## src/rtl/trace_byte_streamer.sv

```systemverilog
`default_nettype none
// ============================================================================
// Module     : trace_byte_streamer
// Purpose    : Captures {PC, result} debug pairs into a FIFO and serialises
//              each pair as a 9-byte frame (sync, PC, result) on an 8-bit
//              valid/ready port.
// Revision   : 1.0 - initial release
// ============================================================================
module trace_byte_streamer #(
    parameter int         DEPTH     = 4,
    parameter logic [7:0] SYNC_BYTE = 8'hA5
) (
    input  logic                     clk,
    input  logic                     reset,
    input  logic [31:0]              pc_in,
    input  logic [31:0]              result_in,
    input  logic                     capture,
    output logic [7:0]               byte_out,
    output logic                     byte_valid,
    input  logic                     byte_ready,
    output logic                     overflow,
    output logic [7:0]               drop_count,
    output logic [$clog2(DEPTH):0]   fifo_level
);

    localparam int                 c_ADDR_W     = $clog2(DEPTH);
    localparam logic [c_ADDR_W:0]  c_FULL_LEVEL = (c_ADDR_W + 1)'(DEPTH);
    localparam logic [3:0]         c_LAST_IDX   = 4'd8;

    typedef enum logic [0:0] {
        ST_IDLE = 1'b0,
        ST_SEND = 1'b1
    } state_t;

    logic [63:0]          r_mem [DEPTH];
    logic [c_ADDR_W-1:0]  r_wr_ptr;
    logic [c_ADDR_W-1:0]  r_rd_ptr;
    logic [c_ADDR_W:0]    r_level;

    state_t               r_state;
    logic [3:0]           r_idx;
    logic [63:0]          r_shift;
    logic [7:0]           r_byte_out;
    logic                 r_byte_valid;
    logic                 r_overflow;
    logic [7:0]           r_drop_count;

    logic                 w_full;
    logic                 w_empty;
    logic                 w_wr;
    logic                 w_pop;
    logic                 w_xfer;
    logic [63:0]          w_head;
    state_t               w_state_nxt;
    logic [3:0]           w_idx_nxt;
    logic [63:0]          w_shift_nxt;
    logic                 w_valid_nxt;
    logic [7:0]           w_byte_nxt;

    assign w_full  = (r_level == c_FULL_LEVEL);
    assign w_empty = (r_level == '0);
    // Full is judged on the current level, so a same-cycle pop cannot rescue a capture.
    assign w_wr    = capture & ~w_full;
    assign w_xfer  = r_byte_valid & byte_ready;
    assign w_head  = r_mem[r_rd_ptr];

    always_ff @(posedge clk) begin
        if (reset && w_wr) begin
            r_mem[r_wr_ptr] <= {pc_in, result_in};
        end
    end

    always_ff @(posedge clk) begin
        if (!reset) begin
            r_wr_ptr     <= '0;
            r_rd_ptr     <= '0;
            r_level      <= '0;
            r_overflow   <= 1'b0;
            r_drop_count <= 8'h00;
        end else begin
            if (w_wr) begin
                r_wr_ptr <= r_wr_ptr + c_ADDR_W'(1);
            end
            if (w_pop) begin
                r_rd_ptr <= r_rd_ptr + c_ADDR_W'(1);
            end
            case ({w_wr, w_pop})
                2'b10:   r_level <= r_level + (c_ADDR_W + 1)'(1);
                2'b01:   r_level <= r_level - (c_ADDR_W + 1)'(1);
                default: r_level <= r_level;
            endcase
            if (capture && w_full) begin
                r_overflow <= 1'b1;
                if (r_drop_count != 8'hFF) begin
                    r_drop_count <= r_drop_count + 8'd1;
                end
            end
        end
    end

    always_ff @(posedge clk) begin
        if (!reset) begin
            r_state      <= ST_IDLE;
            r_idx        <= 4'd0;
            r_shift      <= 64'd0;
            r_byte_out   <= 8'h00;
            r_byte_valid <= 1'b0;
        end else begin
            r_state      <= w_state_nxt;
            r_idx        <= w_idx_nxt;
            r_shift      <= w_shift_nxt;
            r_byte_out   <= w_byte_nxt;
            r_byte_valid <= w_valid_nxt;
        end
    end

    always_comb begin
        w_state_nxt = r_state;
        w_idx_nxt   = r_idx;
        w_shift_nxt = r_shift;
        w_pop       = 1'b0;
        case (r_state)
            ST_IDLE: begin
                if (!w_empty) begin
                    w_pop       = 1'b1;
                    w_shift_nxt = w_head;
                    w_idx_nxt   = 4'd0;
                    w_state_nxt = ST_SEND;
                end
            end
            ST_SEND: begin
                if (w_xfer) begin
                    if (r_idx == c_LAST_IDX) begin
                        w_idx_nxt = 4'd0;
                        if (!w_empty) begin
                            w_pop       = 1'b1;
                            w_shift_nxt = w_head;
                        end else begin
                            w_state_nxt = ST_IDLE;
                        end
                    end else begin
                        w_idx_nxt = r_idx + 4'd1;
                        // The sync byte does not consume payload, so the PC MSB stays on top.
                        if (r_idx != 4'd0) begin
                            w_shift_nxt = {r_shift[55:0], 8'h00};
                        end
                    end
                end
            end
            default: begin
                w_state_nxt = ST_IDLE;
            end
        endcase

        w_valid_nxt = (w_state_nxt == ST_SEND);
        if (!w_valid_nxt) begin
            w_byte_nxt = 8'h00;
        end else if (w_idx_nxt == 4'd0) begin
            w_byte_nxt = SYNC_BYTE;
        end else begin
            w_byte_nxt = w_shift_nxt[63:56];
        end
    end

    assign byte_out   = r_byte_out;
    assign byte_valid = r_byte_valid;
    assign overflow   = r_overflow;
    assign drop_count = r_drop_count;
    assign fifo_level = r_level;

endmodule
`default_nettype wire

```

## config.mk

```make
export PLATFORM = sky130hd
export DESIGN_NAME = trace_byte_streamer
export DESIGN_NICKNAME = d
export VERILOG_FILES = /design/src/rtl/trace_byte_streamer.sv
export SDC_FILE = /design/constraint.sdc
export NUM_CORES = 1
export LEC_CHECK = 0
export CAP_MARGIN = 15
export CORE_MARGIN = 4
export CORE_UTILIZATION = 45
export DETAILED_ROUTE_END_ITERATION = 10
export PLACE_DENSITY = 0.66
export SLEW_MARGIN = 5
export SYNTH_ARGS = -nofsm -noshare
export SYNTH_HDL_FRONTEND = slang
export SYNTH_SLANG_ARGS = --single-unit
```

## constraint.sdc

```tcl
create_clock -name clk -period 3.2 [get_ports clk]
set_input_delay 0.64 -clock clk [delete_from_list [all_inputs] [get_ports clk]]
set_output_delay 0.64 -clock clk [all_outputs]
set_load 0.03 [all_outputs]
```

==> metrics.md, run 1 <==
| Metric | Value |
|---|---|
| Status | finished, final reports clean |
| Flop pwr share | 40.5% |
| CP max-delay cell | clkdlybuf4s50_1 |
| Tot Pwr | 14.5 mW |
| CP top delay family | buffers and inverters |
| Worst r2r dst | fifo_level[2]$_SDFFE_PN0P_ |
| FF+latch count, synth | 351 |
| PD cells | 859 mW/mm^2 |
| Antenna Nets Post-Route | 0 |
| WP data arrival | 1.93 ns |
| Worst min-delay path class | reg -> reg |
| Via count | 8,565 |
| Relative slew slack | 32.4% |
| Largest net degree at the start of global routing | 79 |
| Setup Crit Path Kind | reg -> out |
| Layout Skew | 0.0169 ns |
| Core box area | 0.0315 mm^2 |
| Root Driver | clkbuf_16 |
| Share of cells above drive strength 1 | 15.1% |
| CTS Sinks | 351 |
| FF-to-FF Start | r_idx[0]$_SDFF_PN0_ |
| Synth Net Count | 1,112 |
| Synth Warn # | 0 |
| Setup TNS | 0 ns |
| Area leader, netlist | edfxtp_1 |
| Syn Inst Count | 1,035 |
| Vias in the first global route | 8,549 |
| Synth Cell Area | 0.0143 mm^2 |
| Worst-path fanout max | 21 |
| GR Overflow Total | 0 |
| CTS tree | built |
| Routed Wire Length | 29,800 um |
| First-pass GRT wire length | 47,900 um |
| CP startpoint | byte_valid$_SDFF_PN0_ |
| Antenna violations before repair | 0 |
| RePlAce Congestion | 0.781 |
| CTS max path bufs | 3 |
| Crit path capture | byte_valid |
| Crit share post-route | 80.4% |
| Placed cell area | 0.0156 mm^2 |
| Combinational share of power | 28.7% |
| WP buf/inv | 1 |
| Initial Util | 45.5% |
| F_max | 0.388 GHz |
| Min Tclk post-route | 2.57 ns |
| Total of max-cap violations | 0 |
| EDFF count, synth | 256 |
| Pint | 9.96 mW |
| Layout Cells excl Fill | 1,541 |
| Placed insts | 1,475 |
| CP Launch Type | register |
| FF-to-FF path depth | 11 |
| Final Max Slew Viols | 0 |
| Synth area leaders | edfxtp_1, dfxtp_1, mux4_2 |
| Synth-to-layout area growth | 18.1% |
| VDD IR max | 0.404 mV |
| Wire per inst | 19.3 um |
| Vias per cell | 5.56 |
| IO Pins | 89 |
| Distinct cells, synth | 57 |
| Clock group share of total power | 30.8% |
| Top_reg_cell synth | edfxtp_1 |
| Area fraction of the dominant cell type after synthesis | 53.7% |
| Switching share of power | 31.4% |
| CTS H-tree depth | 2 |
| Cts hold-fix bufs | 0 |
| Die width | 186 um |
| Setup-failing EPs final | 0 |
| Initial DRC Count | 728 |
| Worst Tran Pin Value | 1.01 ns |
| Reg clk slew, reported paths | 0.06 ns |
| Reg area | 0.00960 mm^2 |
| CP Capture Type | primary output |
| PostCTS Resize Cnt | 0 |
| Post-synthesis sequential area ratio | 67.0% |
| Top-count cell post-synth | edfxtp_1 |
| Die ar. | 0.0347 mm^2 |
| Async SR Flop Fraction | 0% |
| Die height | 186 um |
| Reg2Reg Setup Slack | 0.74 ns |
| RSZ-0062 raised after global routing | no |
| Crit path depth | 1 |
| Top cells by count, synth | edfxtp_1, nand2_1, dfxtp_1 |
| I/O Buffers | 88 |
| Min-Delay Path Depth | 2 |
| Leak | 5.64 nW |
| Footprint of the multi-input gates | 0.00413 mm^2 |
| Worst skew pair latency | 0.51 ns |
| Hold Vio Cnt, Final | 0 |
| Number of post-CTS setup repair buffers | 0 |
| Fillers | 2,577 |
| Overall Global Routing Usage | 16.9% |
| CTS buffer count | 37 |
| Sw Pwr | 4.56 mW |
| Hpwl dp | 18,000 um |
| # rows | 65 |
| Diodes inserted | 0 |
| NumNets Final | 1,189 |
| Req. time, crit path | 2.56 ns |
| DR DRC count | 0 |
| DR pass1 iterations | 5 |
| Final instance area | 0.0169 mm^2 |
| CP cell instances | clkdlybuf4s50_1 |
| Synth Area per Inst | 13.8 um^2 |
| Slowest stage delay, CP | 0.77 ns |
worst min-delay path by stage:
stage / slack (ns) / from / to
floorplan: 0.43 / r_shift[46]$_SDFFE_PN0P_ / r_shift[46]$_SDFFE_PN0P_
global placement: 0.45 / r_shift[26]$_SDFFE_PN0P_ / r_shift[26]$_SDFFE_PN0P_
detailed placement: 0.45 / r_shift[34]$_SDFFE_PN0P_ / r_shift[34]$_SDFFE_PN0P_
CTS: 0.46 / r_shift[43]$_SDFFE_PN0P_ / r_shift[43]$_SDFFE_PN0P_
global route: 0.48 / r_shift[45]$_SDFFE_PN0P_ / r_shift[45]$_SDFFE_PN0P_
finish: 0.46 / r_shift[34]$_SDFFE_PN0P_ / r_shift[34]$_SDFFE_PN0P_
area by class of cell:
class | instances | area share [%]
Inverter | 60 | 1.35
Multi-Input combinational cell | 550 | 24.4
Tap cell | 402 | 2.98
Sequential cell | 351 | 56.8
Clock buffer | 52 | 6.46
Clock inverter | 14 | 1.18
Timing Repair Buffer | 112 | 6.85
stage by stage:
stage,setup WS (ns),utilization (%),hold slack [ns]
after floorplan,0.569,-,0.432
after global placement,0.381,49.6,0.447
after detailed placement,0.341,49.6,0.447
after CTS,0.611,53.7,0.462
after global routing,0.565,53.7,0.481
final,0.626,53.7,0.457
metal layers:
metal | GRT usage (%) | part of all wire, % | wire [um] | vias to the layer above
li1 | - | - | - | 4036
met1 | 24.9 | 46 | 13700 | 4252
met2 | 26.7 | 47 | 14000 | 233
met3 | 2.62 | 4.9 | 1450 | 44
met4 | 3.95 | 2.1 | 613 | 0
met5 | 0 | 0 | 0 | -
sequential cells by signal, indices dropped and copies added (netlist names), named ones only:
| register | count |
|---|---|
| overflow | 1 |
| r_mem | 256 |
| r_shift | 64 |
| r_wr_ptr | 2 |
| byte_valid | 1 |
| drop_count | 8 |
| r_rd_ptr | 2 |
| byte_out | 8 |
| fifo_level | 3 |
| r_idx | 4 |
power by group through the flow:
stage | clock [mW] | sequential (mW) | combinational, mW
after global routing | 4.77 | 5.95 | 4.63
after global placement | 0 | 5.97 | 4.14
after CTS | 4.57 | 5.90 | 4.21
after detailed placement | 0 | 5.99 | 4.18
after floorplan | 0 | 5.88 | 3.09
final | 4.47 | 5.89 | 4.16
cells in the final DEF (no fill, tap or decap), types with 6 or more instances in the layout:
cell type        count
nand2_1            108
clkbuf_16           39
clkdlybuf4s50_1     87
dfxtp_1             92
xor2_1               7
buf_12               8
o21ai_0             66
clkinv_1             6
clkbuf_8             6
ha_1                 8
inv_1               57
a31oi_1             48
mux4_2              64
buf_4               17
a21oi_1             57
nand3_1             51
nor2_1              34
o21ai_1             39
a22oi_1              8
edfxtp_1           256
o22a_1               8
logic make-up after synthesis:
| logic type | count (synthesis) | synth area share [%] |
|---|---|---|
| adder cells (fa/ha/maj) | 9 | 0.839 |
| XOR/XNOR | 11 | 0.673 |
| buffers and inverters | 134 | 4.32 |
| flip-flops | 351 | 67.0 |
| AO/OA/AOI/OAI | 241 | 9.86 |
| AND/OR/NAND/NOR | 224 | 7.15 |
| multiplexers | 65 | 10.2 |
Power figures use the tool's default switching activity.
==> inputs of run 2 (changes only) <==
clock period = 2.35 ns   (was 3.2 ns; I/O delays follow)
==> run 2 against run 1 <==
Against the previous run:
- combinational power increased by 43%
- wire length increased by 0.25%
- critical endpoint unchanged
- largest cell class unchanged
- critical path type unchanged
- total power increased by 36%
- non-clock buffer count increased by 15
- largest power group unchanged
- clock skew increased by 0.0053 ns
- sequential share of layout area decreased by 0.63 points
- highest routed layer unchanged
- core utilization increased by 0.62 points
- global-route usage increased by 0.11 points
- first-iteration DRC count increased by 5.9%
- clock power increased by 30%
==> metrics.md, run 2 (synthesis gave the netlist of run 1 again) <==
| Metric | Value |
|---|---|
| Commonest non-fill, non-tap cells in the layout | edfxtp_1, nand2_1, dfxtp_1 |
| F_max | 0.436 GHz |
| Vias per cell | 5.56 |
| PD cells | 1150 mW/mm^2 |
| Biggest register | r_mem |
| Layout Skew | 0.0222 ns |
| M3 GR Usage | 2.58% |
| GR Util met1 | 24.5% |
| DR pass1 iterations | 5 |
| Setup ws final | 0.0551 ns |
| CP Capture Type | primary output |
| CP cell instances | clkdlybuf4s50_1 |
| Worst Tran Pin Value | 0.584 ns |
| Final Max Slew Viols | 0 |
| CTS H-tree depth | 2 |
| CP Launch Type | register |
| Antenna Nets Post-Route | 0 |
| WP data arrival | 1.82 ns |
| FF-to-FF Start | r_idx[1]$_SDFF_PN0_ |
| Min Tclk post-route | 2.29 ns |
| Hold Vio Cnt, Final | 0 |
| Post-place setup slack | -0.194 ns |
| CTS max path bufs | 3 |
| GRT busiest layer | met2 |
| Core box area | 0.0315 mm^2 |
| Via count | 8,661 |
| WP buf/inv | 1 |
| GR Overflow Total | 0 |
| Setup TNS | 0 ns |
| Synth-to-layout area growth | 19.5% |
| Number of flip-flops under the largest register name | 256 |
| PostCTS Resize Cnt | 0 |
| Die height | 186 um |
| Overall Global Routing Usage | 17.0% |
| Leak | 5.72 nW |
| Setup Crit Path Kind | reg -> out |
| Worst hold slack | 0.413 ns |
| # rows | 65 |
| Global-route met2 utilization | 27.2% |
| FF-to-FF path depth | 11 |
| Initial Util | 45.5% |
| Relative slew slack | 61.1% |
| Hold Path Origin | reset |
| Largest regs | r_mem: 256 flops, r_shift: 64 flops |
| Number of post-CTS setup repair buffers | 0 |
| Worst r2r dst | fifo_level[2]$_SDFFE_PN0P_ |
| Reg2Reg Setup Slack | 0.19 ns |
| Die ar. | 0.0347 mm^2 |
| CP max-delay cell | clkdlybuf4s50_1 |
| Final instance area | 0.0171 mm^2 |
| Combinational share of power | 30.1% |
| Setup-failing EPs final | 0 |
| Die width | 186 um |
| CP top delay family | buffers and inverters |
| IO Pins | 89 |
| Worst skew pair latency | 0.53 ns |
| Cts hold-fix bufs | 0 |
| Hold worst-path end | r_shift[46]$_SDFFE_PN0P_ |
| CTS Sinks | 351 |
| Req. time, crit path | 1.88 ns |
| Vias in the first global route | 8,584 |
| Flop pwr share | 40.4% |
| Switching share of power | 32.1% |
| First-pass GRT wire length | 47,800 um |
| CTS tree | built |
| Initial DRC Count | 771 |
| Worst-path fanout max | 15 |
| Pint | 13.4 mW |
| Worst min-delay path class | in -> reg |
| Status | finished, final reports clean |
| Share of cells above drive strength 1 | 16.7% |
| VDD IR max | 0.629 mV |
| Min-Delay Path Depth | 3 |
| Commonest non-fill, non-tap cell in the layout | edfxtp_1 |
| Routed Wire Length | 29,900 um |
| Placed cell area | 0.0159 mm^2 |
| RSZ-0062 raised after global routing | no |
| DR DRC count | 0 |
| Slowest stage delay, CP | 0.75 ns |
| Diodes inserted | 0 |
| Crit share post-route | 97.7% |
| Antenna violations before repair | 0 |
| Wire per inst | 19.2 um |
| I/O Buffers | 88 |
| Clock group share of total power | 29.5% |
| Fillers | 2,516 |
| NumNets Final | 1,205 |
| Total of max-cap violations | 0 |
| Reg clk slew, reported paths | 0.06 ns |
| Sw Pwr | 6.32 mW |
| CTS buffer count | 38 |
| Largest net degree at the start of global routing | 79 |
| Root Driver | clkbuf_16 |
| RePlAce Congestion | 0.791 |
| Hpwl dp | 18,200 um |
[run 2: cell types whose count changed in the layout (fill, tap and decap cells not counted), sizes merged]
| cell | change |
|---|---|
| buf | +15 |
| bufinv | -4 |
| clkinv | +3 |
| inv | +3 |
| clkbuf | +1 |
[run 2: power groups by stage]
| stage | logic [mW] | clock network, mW | registers, mW |
|---|---|---|---|
| floorplan | 4.26 | 0 | 8.02 |
| finish | 5.94 | 5.82 | 7.96 |
| global placement | 5.87 | 0 | 8.07 |
| CTS | 5.98 | 5.94 | 7.96 |
| global route | 6.61 | 6.22 | 8.03 |
| detailed placement | 5.93 | 0 | 8.08 |
[run 2: stage by stage]
stage	std cells	power [mW]	utilization (%)
finish	1559	19.7	54.3
floorplan	1035	12.3	-
global route	1559	20.9	54.3
CTS	1559	19.9	54.3
detailed placement	1490	14.0	50.4
global placement	1490	13.9	50.4
[run 2: cell type report]
| type | instances | area [um^2] | share of cell area (%) |
|---|---|---|---|
| sequential | 351 | 9600 | 56.1 |
| multi-input combinational | 550 | 4140 | 24.2 |
| timing repair buffer | 127 | 1380 | 8.08 |
| clock buffer | 53 | 1120 | 6.56 |
| tap | 402 | 503 | 2.94 |
| inverter | 60 | 228 | 1.33 |
| clock inverter | 16 | 121 | 0.710 |
[run 2: per-layer routing]
| metal | share of wire, % | vias to the layer above |
|---|---|---|
| li1 | - | 4077 |
| met1 | 45 | 4273 |
| met2 | 48 | 272 |
| met3 | 5.4 | 39 |
| met4 | 1.9 | 0 |
| met5 | 0 | - |
[run 2: worst max-delay path by stage]
stage	from	to	slack [ns]	cells after the start
detailed placement	byte_ready	fifo_level[2]$_SDFFE_PN0P_	-0.19	10
CTS	byte_valid$_SDFF_PN0_	byte_valid	0.04	1
global route	byte_valid$_SDFF_PN0_	byte_valid	0.02	1
floorplan	reset	r_mem[1][0]$_DFFE_PP_	-0.11	4
global placement	byte_ready	fifo_level[2]$_SDFFE_PN0P_	-0.15	10
finish	byte_valid$_SDFF_PN0_	byte_valid	0.06	1
==> inputs of run 3 (changes only) <==
CORE_ASPECT_RATIO = 2   (was unset)
PLACE_DENSITY = 0.73   (was 0.66)
==> run 3 against run 2 <==
Against the previous run:
- register-to-register slack barely moved
- clock-buffer cell count fell by 14
- final area fell by 1.4%
- die area rose by 0.50%
- sequential power rose by 0.5%
- critical endpoint is now drop_count[3]
==> metrics.md, run 3 (synthesis gave the netlist of run 1 again) <==
| Metric | Value |
|---|---|
| Status | finished, final reports clean |
| Vias in the first global route | 8,982 |
| CP Launch Type | register |
| WP buf/inv | 1 |
| Crit path depth | 1 |
| VDD IR max | 0.677 mV |
| Biggest register | r_mem |
| Slowest stage delay, CP | 0.73 ns |
| Layout Cells excl Fill | 1,571 |
| Share of cells above drive strength 1 | 16.4% |
| Worst-path fanout max | 6 |
| Worst skew pair latency | 0.57 ns |
| Setup Crit Path Kind | reg -> out |
| Commonest non-fill, non-tap cells in the layout | edfxtp_1, nand2_1, dfxtp_1 |
| Largest regs | r_mem: 256 flops, r_shift: 64 flops |
| Combinational share of power | 32.5% |
| Vias per cell | 5.56 |
| Overall Global Routing Usage | 18.2% |
| CTS Sinks | 351 |
| CTS H-tree depth | 1 |
| First-pass GRT wire length | 49,700 um |
| Req. time, crit path | 1.88 ns |
| F_max | 0.458 GHz |
| Leak | 5.58 nW |
| Reg clk slew, reported paths | 0.07 ns |
| Final core utilization | 53.6% |
| DR pass1 iterations | 6 |
| Root Driver | clkbuf_16 |
| Via count | 8,738 |
| CTS tree | built |
| Crit share post-route | 92.9% |
| Hpwl dp | 20,500 um |
| RePlAce Congestion | 0.848 |
| WP data arrival | 1.71 ns |
| CTS max path bufs | 3 |
| IO Pins | 89 |
| Min-Delay Path Depth | 2 |
| Worst r2r dst | fifo_level[2]$_SDFFE_PN0P_ |
| CP startpoint | drop_count[3]$_SDFFE_PN0P_ |
| Routed Wire Length | 31,300 um |
| Core box area | 0.0314 mm^2 |
| Clock group share of total power | 24.4% |
| CP Capture Type | primary output |
| Worst min-delay path class | reg -> reg |
| Number of flip-flops under the largest register name | 256 |
| Synth-to-layout area growth | 17.7% |
| Setup TNS | 0 ns |
| CP cell instances | clkdlybuf4s50_1 |
| # rows | 92 |
| Switching share of power | 33.6% |
| CTS buffer count | 29 |
| Layout Skew | 0.0167 ns |
| Die height | 260 um |
| Flop pwr share | 43.1% |
| Reg2Reg Setup Slack | 0.18 ns |
| Relative slew slack | 49.9% |
| Largest net degree at the start of global routing | 81 |
| Tot Pwr | 18.6 mW |
| Pint | 12.3 mW |
| I/O Buffers | 88 |
| Antenna Nets Post-Route | 0 |
| Total of max-cap violations | 0 |
| CP max-delay cell | clkdlybuf4s50_1 |
| Commonest non-fill, non-tap cell in the layout | edfxtp_1 |
| Wire per inst | 19.9 um |
| CP top delay family | buffers and inverters |
| Die width | 134 um |
| GR Overflow Total | 0 |
| NumNets Final | 1,203 |
| Setup-failing EPs final | 0 |
| Die ar. | 0.0349 mm^2 |
| Antenna violations before repair | 0 |
| FF-to-FF path depth | 11 |
| Worst hold slack | 0.458 ns |
| Initial Util | 45.5% |
| Min Tclk post-route | 2.18 ns |
| PD cells | 1100 mW/mm^2 |
| Worst Tran Pin Value | 0.751 ns |
| FF-to-FF Start | r_idx[1]$_SDFF_PN0_ |
| Crit path capture | drop_count[3] |
| Initial DRC Count | 718 |
| Sw Pwr | 6.24 mW |
| Hold Vio Cnt, Final | 0 |
| Final Max Slew Viols | 0 |
| Diodes inserted | 0 |
| Placed insts | 1,517 |
| DR DRC count | 0 |
## run 3: worst min path at each step
stage	startpoint	end	slack (ns)
final	r_shift[24]$_SDFFE_PN0P_	r_shift[24]$_SDFFE_PN0P_	0.46
after global routing	reset	r_shift[2]$_SDFFE_PN0P_	0.47
after CTS	reset	r_shift[1]$_SDFFE_PN0P_	0.43
after detailed placement	r_shift[25]$_SDFFE_PN0P_	r_shift[25]$_SDFFE_PN0P_	0.45
after global placement	r_shift[39]$_SDFFE_PN0P_	r_shift[39]$_SDFFE_PN0P_	0.44
after floorplan	r_shift[46]$_SDFFE_PN0P_	r_shift[46]$_SDFFE_PN0P_	0.43
## run 3: repair_timing
item                                    in CTS  in global routing
gates resized for setup                      0                  1
hold buffers                                 0                  0
buffers inserted                             0                  1
endpoints found under the setup margin       0                  2
## run 3: metal layers
layer  vias to the layer above  routed length [um]  global-route usage (%)  share of wire, %
li1                       4055                   -                       -                 -
met1                      4344               11300                    20.6                36
met2                       260               17000                    33.4                54
met3                        79                1300                    2.11               4.2
met4                         0                1640                    9.48               5.2
met5                         -                   0                       0                 0
## run 3: power groups by stage
stage	logic (mW)	registers, mW	clock network [mW]
2_1_floorplan	4.26	8.02	0
3_3_place_gp	5.98	8.10	0
3_5_place_dp	6.05	8.12	0
4_1_cts	6.09	7.99	4.64
5_1_grt	6.69	8.05	4.85
6_report	6.04	8.00	4.53
## run 3: cell type report
type                            instances  area, um^2
Tap cell                              423         529
Fill cell                            2527       14600
Multi-Input combinational cell        550        4140
Sequential cell                       351        9600
Timing Repair Buffer                  134        1470
Inverter                               60         228
Clock inverter                         14        91.3
Clock buffer                           39         793
## run 3: through the flow
step / cell area (um^2) / setup slack (ns)
2_1_floorplan: 14300 / -0.111
3_3_place_gp: 16000 / -0.166
3_5_place_dp: 16000 / -0.195
4_1_cts: 16800 / 0.0246
5_1_grt: 16900 / -0.00620
6_report: 16900 / 0.168
